**config.mk**
```make
export PLATFORM = sky130hd
export DESIGN_NAME = stepper_platform_ctrl
export DESIGN_NICKNAME = d
export VERILOG_FILES = /design/src/rtl/stepper_platform_ctrl.sv
export SDC_FILE = /design/constraint.sdc
export NUM_CORES = 1
export LEC_CHECK = 0
export CELL_PAD_IN_SITES_DETAIL_PLACEMENT = 0
export CELL_PAD_IN_SITES_GLOBAL_PLACEMENT = 2
export CORE_ASPECT_RATIO = 1.25
export CORE_MARGIN = 1.5
export CORE_UTILIZATION = 34
export CTS_BUF_LIST = sky130_fd_sc_hd__clkbuf_8
export DETAILED_ROUTE_END_ITERATION = 8
export PLACE_DENSITY_LB_ADDON = 0.1
export REMOVE_ABC_BUFFERS = 1
export SLEW_MARGIN = 0
export SYNTH_ARGS = -nofsm -noshare
export SYNTH_HDL_FRONTEND = slang
export SYNTH_SLANG_ARGS = --single-unit
export TNS_END_PERCENT = 30
```
**constraint.sdc**
```tcl
create_clock -name clk -period 3.4 [get_ports clk]
set_input_delay 0.68 -clock clk [delete_from_list [all_inputs] [get_ports clk]]
set_output_delay 0.68 -clock clk [all_outputs]
set_load 0.05 [all_outputs]
```
**src/rtl/stepper_platform_ctrl.sv**
```systemverilog
// Counted-step 4-phase unipolar stepper driver for one sorting platform.
// A start/done handshake wraps a RUN -> SETTLE sequence; done pulses colour_sensor_on.
module stepper_platform_ctrl #(
  parameter int STEP_CYCLES   = 97_656,
  parameter int SETTLE_CYCLES = 2_500_000,
  parameter int STEPS_W       = 16,
  parameter int POS_W         = 16
) (
  input  logic               clk,
  input  logic               rst,
  input  logic               start,
  input  logic               dir,
  input  logic               half_step,
  input  logic [STEPS_W-1:0] num_steps,
  input  logic               abort,
  output logic [3:0]         GPIO_1,
  output logic               busy,
  output logic               done,
  output logic               colour_sensor_on,
  output logic [POS_W-1:0]   position
);

  // One counter serves both the step dwell and the settle hold.
  localparam int CNT_MAX = (STEP_CYCLES > SETTLE_CYCLES) ? STEP_CYCLES : SETTLE_CYCLES;
  localparam int CNT_W   = $clog2(CNT_MAX);
  localparam logic [CNT_W-1:0] STEP_LAST   = CNT_W'(STEP_CYCLES - 1);
  localparam logic [CNT_W-1:0] SETTLE_LAST = CNT_W'(SETTLE_CYCLES - 1);

  typedef enum logic [1:0] {
    IDLE   = 2'd0,
    RUN    = 2'd1,
    SETTLE = 2'd2,
    DONE   = 2'd3
  } state_e;

  state_e             state_q, state_d;
  logic [2:0]         idx_q, idx_d;
  logic [POS_W-1:0]   pos_q, pos_d;
  logic [CNT_W-1:0]   cnt_q, cnt_d;
  logic [STEPS_W-1:0] rem_q, rem_d;
  logic               dir_q, dir_d;
  logic               half_q, half_d;
  logic               nz_q, nz_d;
  logic [3:0]         gpio_q, gpio_d;
  logic               busy_q, busy_d;
  logic               done_q, done_d;
  logic               cso_q, cso_d;

  function automatic logic [3:0] coil_pattern(input logic [2:0] idx);
    logic [3:0] pat;
    case (idx)
      3'd0:    pat = 4'b1000;
      3'd1:    pat = 4'b1100;
      3'd2:    pat = 4'b0100;
      3'd3:    pat = 4'b0110;
      3'd4:    pat = 4'b0010;
      3'd5:    pat = 4'b0011;
      3'd6:    pat = 4'b0001;
      default: pat = 4'b1001;
    endcase
    return pat;
  endfunction

  // Full-step realigns to an even index first; in RUN the index is already even.
  function automatic logic [2:0] next_index(input logic [2:0] idx, input logic d,
                                            input logic h);
    logic [2:0] base;
    logic [2:0] step;
    base = h ? idx : {idx[2:1], 1'b0};
    step = h ? 3'd1 : 3'd2;
    return d ? base - step : base + step;
  endfunction

  function automatic logic [POS_W-1:0] next_pos(input logic [POS_W-1:0] pos, input logic d);
    return d ? pos - POS_W'(1) : pos + POS_W'(1);
  endfunction

  always_comb begin
    // NOTE: every signal gets a default up front so no path leaves one unassigned (no latches).
    state_d = state_q;
    idx_d   = idx_q;
    pos_d   = pos_q;
    cnt_d   = cnt_q;
    rem_d   = rem_q;
    dir_d   = dir_q;
    half_d  = half_q;
    nz_d    = nz_q;

    case (state_q)
      IDLE: begin
        if (start && !abort) begin
          dir_d  = dir;
          half_d = half_step;
          nz_d   = (num_steps != '0);
          rem_d  = num_steps;
          cnt_d  = '0;
          if (num_steps == '0) begin
            state_d = DONE;
          end else begin
            state_d = RUN;
            idx_d   = next_index(idx_q, dir, half_step);
            pos_d   = next_pos(pos_q, dir);
          end
        end
      end
      RUN: begin
        if (abort) begin
          state_d = IDLE;
        end else if (cnt_q == STEP_LAST) begin
          cnt_d = '0;
          rem_d = rem_q - STEPS_W'(1);
          if (rem_q == STEPS_W'(1)) begin
            state_d = SETTLE;
          end else begin
            idx_d = next_index(idx_q, dir_q, half_q);
            pos_d = next_pos(pos_q, dir_q);
          end
        end else begin
          cnt_d = cnt_q + CNT_W'(1);
        end
      end
      SETTLE: begin
        if (abort) begin
          state_d = IDLE;
        end else if (cnt_q == SETTLE_LAST) begin
          cnt_d   = '0;
          state_d = DONE;
        end else begin
          cnt_d = cnt_q + CNT_W'(1);
        end
      end
      DONE:    state_d = IDLE;
      default: state_d = IDLE;
    endcase

    // Outputs are derived from the next state so they can be registered without a cycle of lag.
    busy_d = (state_d == RUN) || (state_d == SETTLE);
    gpio_d = busy_d ? coil_pattern(idx_d) : 4'b0000;
    done_d = (state_d == DONE);
    cso_d  = done_d && nz_d;
  end

  always_ff @(posedge clk) begin
    // NOTE: sequential state uses non-blocking assignments so all flops update together.
    if (rst) begin
      state_q <= IDLE;
      idx_q   <= '0;
      pos_q   <= '0;
      cnt_q   <= '0;
      rem_q   <= '0;
      dir_q   <= 1'b0;
      half_q  <= 1'b0;
      nz_q    <= 1'b0;
      gpio_q  <= 4'b0000;
      busy_q  <= 1'b0;
      done_q  <= 1'b0;
      cso_q   <= 1'b0;
    end else begin
      state_q <= state_d;
      idx_q   <= idx_d;
      pos_q   <= pos_d;
      cnt_q   <= cnt_d;
      rem_q   <= rem_d;
      dir_q   <= dir_d;
      half_q  <= half_d;
      nz_q    <= nz_d;
      gpio_q  <= gpio_d;
      busy_q  <= busy_d;
      done_q  <= done_d;
      cso_q   <= cso_d;
    end
  end

  assign GPIO_1           = gpio_q;
  assign busy             = busy_q;
  assign done             = done_q;
  assign colour_sensor_on = cso_q;
  assign position         = pos_q;

endmodule

```
# Word-level counts from Yosys, hierarchy flattened
# Cells that the tools add are included.
# classes
n_addsub	8
mul	0
n_div	0
magnitude_cmp	0
eq_ne	21
shifts	0
muxes	41
n_bitwise	1
n_reduce_logical	15
# op_table
cell	count
16-bit 2-to-1 mux	10
22-bit 2-to-1 mux	5
22-bit one-hot mux with 3 select lines	1
16-bit one-hot mux with 2 select lines	2
16-bit by 1-bit subtractor with 16-bit output, second input constant	2
4-bit one-hot mux with 7 select lines	1
22-bit by 1-bit adder with 22-bit output, second input constant	1
22-bit by 17-bit equality test with 1-bit output, second input constant	1
22-bit equality test, second input constant	1
3-bit 2-to-1 mux	7
2-bit 2-to-1 mux	9
16-bit by 1-bit adder with 16-bit output, second input constant	1
16-bit by 1-bit equality test with 1-bit output, second input constant	1
16-bit logical NOT	1
16-bit nonzero test	1
2-bit inequality test, second input constant	6
3-bit equality test, second input constant	3
2-bit equality test, second input constant	4
2-bit one-hot mux with 4 select lines	1
4-bit AND reduction	2
3-bit by 2-bit adder with 3-bit output	2
3-bit by 2-bit equality test with 1-bit output, second input constant	2
3-bit one-hot mux with 2 select lines	1
6-bit AND reduction	1
14 further kinds	20
# totals
register_bits	69
latchBits	0
mem_bits_rw	0
rom_bits	0
out_inout_bits	23
elab_cells	98
n_memories	0

# Logic depth before layout (Yosys ltp)
# depth
depth_word	9
ltp_mapped	13
mapped_depth_nobuf	12

# Least setup slack after synthesis
# Ideal clock, no wire load.
# synth_path
path_type	input port to flip-flop
from	input abort
to	register gpio_q[3] (netlist: GPIO_1[3])
setup_ns	0.101
arrival_ns	2.490
required_ns	3.299
path_slack_ns	0.809
cell_stages	8
path_buffers	1
cell_sequence	clkbuf_1 -> nor2b_1 -> nand2_1 -> or2_2 -> o21ai_0 -> nand3_1 -> or4b_1 -> o41ai_1
# synth_between
elab_chain_len	8
elab_cells_between_ends	22
cone_classes	8 x eq/ne; 8 x mux; 1 x bitwise; 5 x reduce/logical
# synth_lines
element	line_no	source
start: declaration	15	input logic abort,
branches (longest 8 deep; another with 4-bit one-hot mux with 7 select lines)	-	
end signal: assignment	167	gpio_q <= gpio_d;
end: declaration	44	logic [3:0] gpio_q, gpio_d;
# Parallel ways; which one is timed is not known.
# A chain may end at the register's enable or synchronous reset.

# Worst setup path in the final report
# layout_path
from	register cnt_q[0]
to	register gpio_q[3] (netlist: GPIO_1[3])
# layout_between
elab_chain_len	8
elab_cells_between_ends	23
cone_classes	10 x eq/ne; 9 x mux; 1 x bitwise; 3 x reduce/logical
# layout_lines
element	line_no	source
start: declaration	39	logic [CNT_W-1:0] cnt_q, cnt_d;
start signal: assignment	162	cnt_q <= cnt_d;
22-bit equality test / 22-bit by 17-bit equality test with 1-bit output (equally long branches)	125, 109	
2-bit 2-to-1 mux, on equally long branches	125, 109	
2-bit 2-to-1 mux, on equally long branches	123, 107	
2-bit one-hot mux with 4 select lines *	89	case (state_q)
named net state_d[1]	36	state_e state_q, state_d;
2-bit by 1-bit equality test with 1-bit output / 2-bit equality test (equally long branches)	137	busy_d = (state_d == RUN) || (state_d == SETTLE);
1-bit logical OR *	137	
named net busy_d	45	logic busy_q, busy_d;
1-bit inverter (no line) *	-	
2-bit OR reduction (no line) *	-	
# The timed path passes the listed nets; every way through them passes the cells marked *.

==> results.toml <==
[critical_path]
endpoint = "GPIO_1[3]"
cp_cell_sequence = "ha_1 -> and4bb_2 -> nand4_1 -> nor4_1 -> o21ai_0 -> a311o_1 -> o31ai_1 -> ha_1 -> inv_1 -> or4b_1 -> o41ai_1"
cp.required_ns = 3.64
arrival_ns = 3.19
reg2reg_slack_ns = 0.45
cp-end-kind = "flip-flop"
reg2reg_to = "GPIO_1[3]"
start_kind = "flip-flop"
slowest_stage = "or4b_1"
crit_top_cell = "ha_1"
crit_start = "cnt_q[0]"
slowest_delay_ns = 0.51
critical_path.max_fanout = 4
reg2reg_from = "cnt_q[0]"
rr_worst_depth = 11
critical_path_class = "reg2reg"

[min_path]
worst_hold_path_type = "reg2reg"
hp-start = "nz_q"
whs_path_depth = 2

[global_routing]
grt_overflow = 0
globalRouteTotalUtil_pct = 17.93
grt_max_degree = 43
grt_pass1_vias = 3650
antenna_found_initial = 0
grt_first_pass_wirelength_mm = 17.55

[power_and_ir_drop]
finalPower_mw = 2.163
p_per_area_nw_per_um2 = 449.7
p_leak_nw = 1.664
peakVddDrop_uv = 212.2

[timing]
max-slew-margin-rel_pct = 50.56
worst_clock_skew_ns = 0.005840
post-route-period-util_pct = 86.80
max_freq_ghz = 0.3389
setup_violations = 0
rsz0062_at_grt = "no"
setup_tns_ns = 0
period_needed_ns = 2.951
hold_violations = 0
tightest_slew_ns = 0.7416
timing.final.max_slew_violations = 0

[floorplanning]
rows = 43
die_w_um = 99.65
dieArea_um2 = 12340
core_area_um2 = 11240
io_pins = 45
die_h_um = 123.8
initial_core_util_pct = 35.31

[clock_network]
clock-sinks = 69
hold_buffers = 0
cts.clk_slew.worst_paths_ns = 0.07
clk_path_buf_depth = 2
worstSkewPairLatency_ns = 0.34
cts_tree = "done"
cts.repair.resized = 0
clockRootBuffer = "clkbuf_8"
h-tree-depth = 3
cts_buffers = 9
post_cts_buffers = 0

[placement]
dp.final_hpwl_mm = 7.608
place.gp.congestion = 0.8118
portBuffers = 44

[synth]
synth.area.top_cells = "dfxtp_1, nor2_1, nand2_1"
synthArstFlopShare_pct = 0
netlist_top_cells_count = "dfxtp_1, nor2_1, nand2_1"
netlist.top_cell.by_area = "dfxtp_1"
synth_top_area_share_pct = 34.79
netlist-cell-type-count = 60
yosys_warnings = 0
synth_seq_cells = 69
synth_area_per_cell_um2 = 7.924
syn_area_um2 = 3970
synthMostInstantiatedCell = "dfxtp_1"
ys.flop_type = "dfxtp_1"
syn_inst = 501
synth_edf_count = 0
seq_area_frac_synth_pct = 34.79

[detailed_routing]
vias = 3666
routed_wl_mm = 10.38
drtIter0Drc = 121
drc = 0
drtAntennaViolNets = 0
routedWlPerCell_um = 15.02
drt_first_pass_iters = 4
viasPerCell = 5.305

[finish]
drive_gt1_share_pct = 9.173
diodes = 0
finish.utilization_pct = 42.77
nNetsFinal = 585
area_growth_pct = 21.15

[outcome]
status = "finished, final reports clean"

[run]
maxCapViolCount = 0
## worst min-delay path by stage
stage	end	slack [ns]
floorplan	nz_q	0.43
global placement	half_q	0.47
detailed placement	nz_q	0.45
CTS	nz_q	0.46
global route	nz_q	0.48
finish	nz_q	0.46
## layout make-up
class                   count  area (um2)
well taps                 135       168.9
multi-input cells         394        2421
clock buffers              12       165.2
fillers                  1161        6435
flip-flops and latches     69        1381
clock inverters             4       46.29
repair buffers             62       570.5
inverters                  15       56.30
## cell families (layout without fill, tap and decap cells)
logic type	count (synthesis)	after routing	share of synthesized area, %
xor gates and xnor gates	29	29	6.398
AOI/OAI and AO/OA	109	109	16.89
muxes	9	9	2.647
and+or+nand+nor	235	235	30.82
adders and majority gates	12	12	4.160
DFF	69	69	34.79
buffers and inverters	38	93	4.286
## layout by cell type, fill, tap and decap left out, types with 12 or more instances in the layout
cell type        synthesis  final
buf_4                    2     18
a21oi_1                 36     36
clkbuf_8                 1     12
inv_1                   15     16
nor2_1                  57     57
dfxtp_1                 69     69
o21ai_0                 33     33
nand2_1                 56     56
nand4_1                 13     13
nor3_1                  14     14
xor2_1                  16     16
nand3_1                 20     20
xnor2_1                 13     13
clkdlybuf4s50_1          0     43
## critical path, delay by kind of cell (launching register included)
family          cells  cell delay [ns]
fa+ha+maj           2             0.44
buf+inv             1             0.06
flops               1             0.37
compound gates      4             0.63
simple gates        4             1.33
## metrics by stage
step / setup slack [ns] / std cells / cell area [um2] / hold slack, ns
after floorplan: 0.4053 / 478 / 3856 / 0.4267
after global placement: 0.1777 / 675 / 4598 / 0.4661
after detailed placement: 0.1579 / 675 / 4598 / 0.4521
after CTS: 0.4377 / 691 / 4810 / 0.4637
after global routing: 0.2032 / 691 / 4810 / 0.4846
final: 0.4490 / 691 / 4810 / 0.4635
## sequential cells by signal (all words and copies together), names as in the netlist
register and count:
nz_q 1, half_q 1, state_q 2, idx_q 3, busy 1, GPIO_1 4
rem_q 16, position 16, cnt_q 22, done 1, dir_q 1, colour_sensor_on 1
## metal layers
layer	share of wire, %	wire length, um	vias to the layer above	GRT usage [%]
li1	-	-	1898	-
met1	44	4600	1709	20.39
met2	52	5357	47	33.18
met3	2.7	278	12	3.255
met4	1.4	144	0	7.042
met5	0	0	-	0
## power breakdown
group	internal, mW	total [mW]	switching [mW]
clock network	0.395	0.706	0.311
registers	0.854	0.905	0.0513
logic	0.221	0.552	0.331
total	1.47	2.16	0.693
No activity file was read; power rests on OpenSTA's default activity.
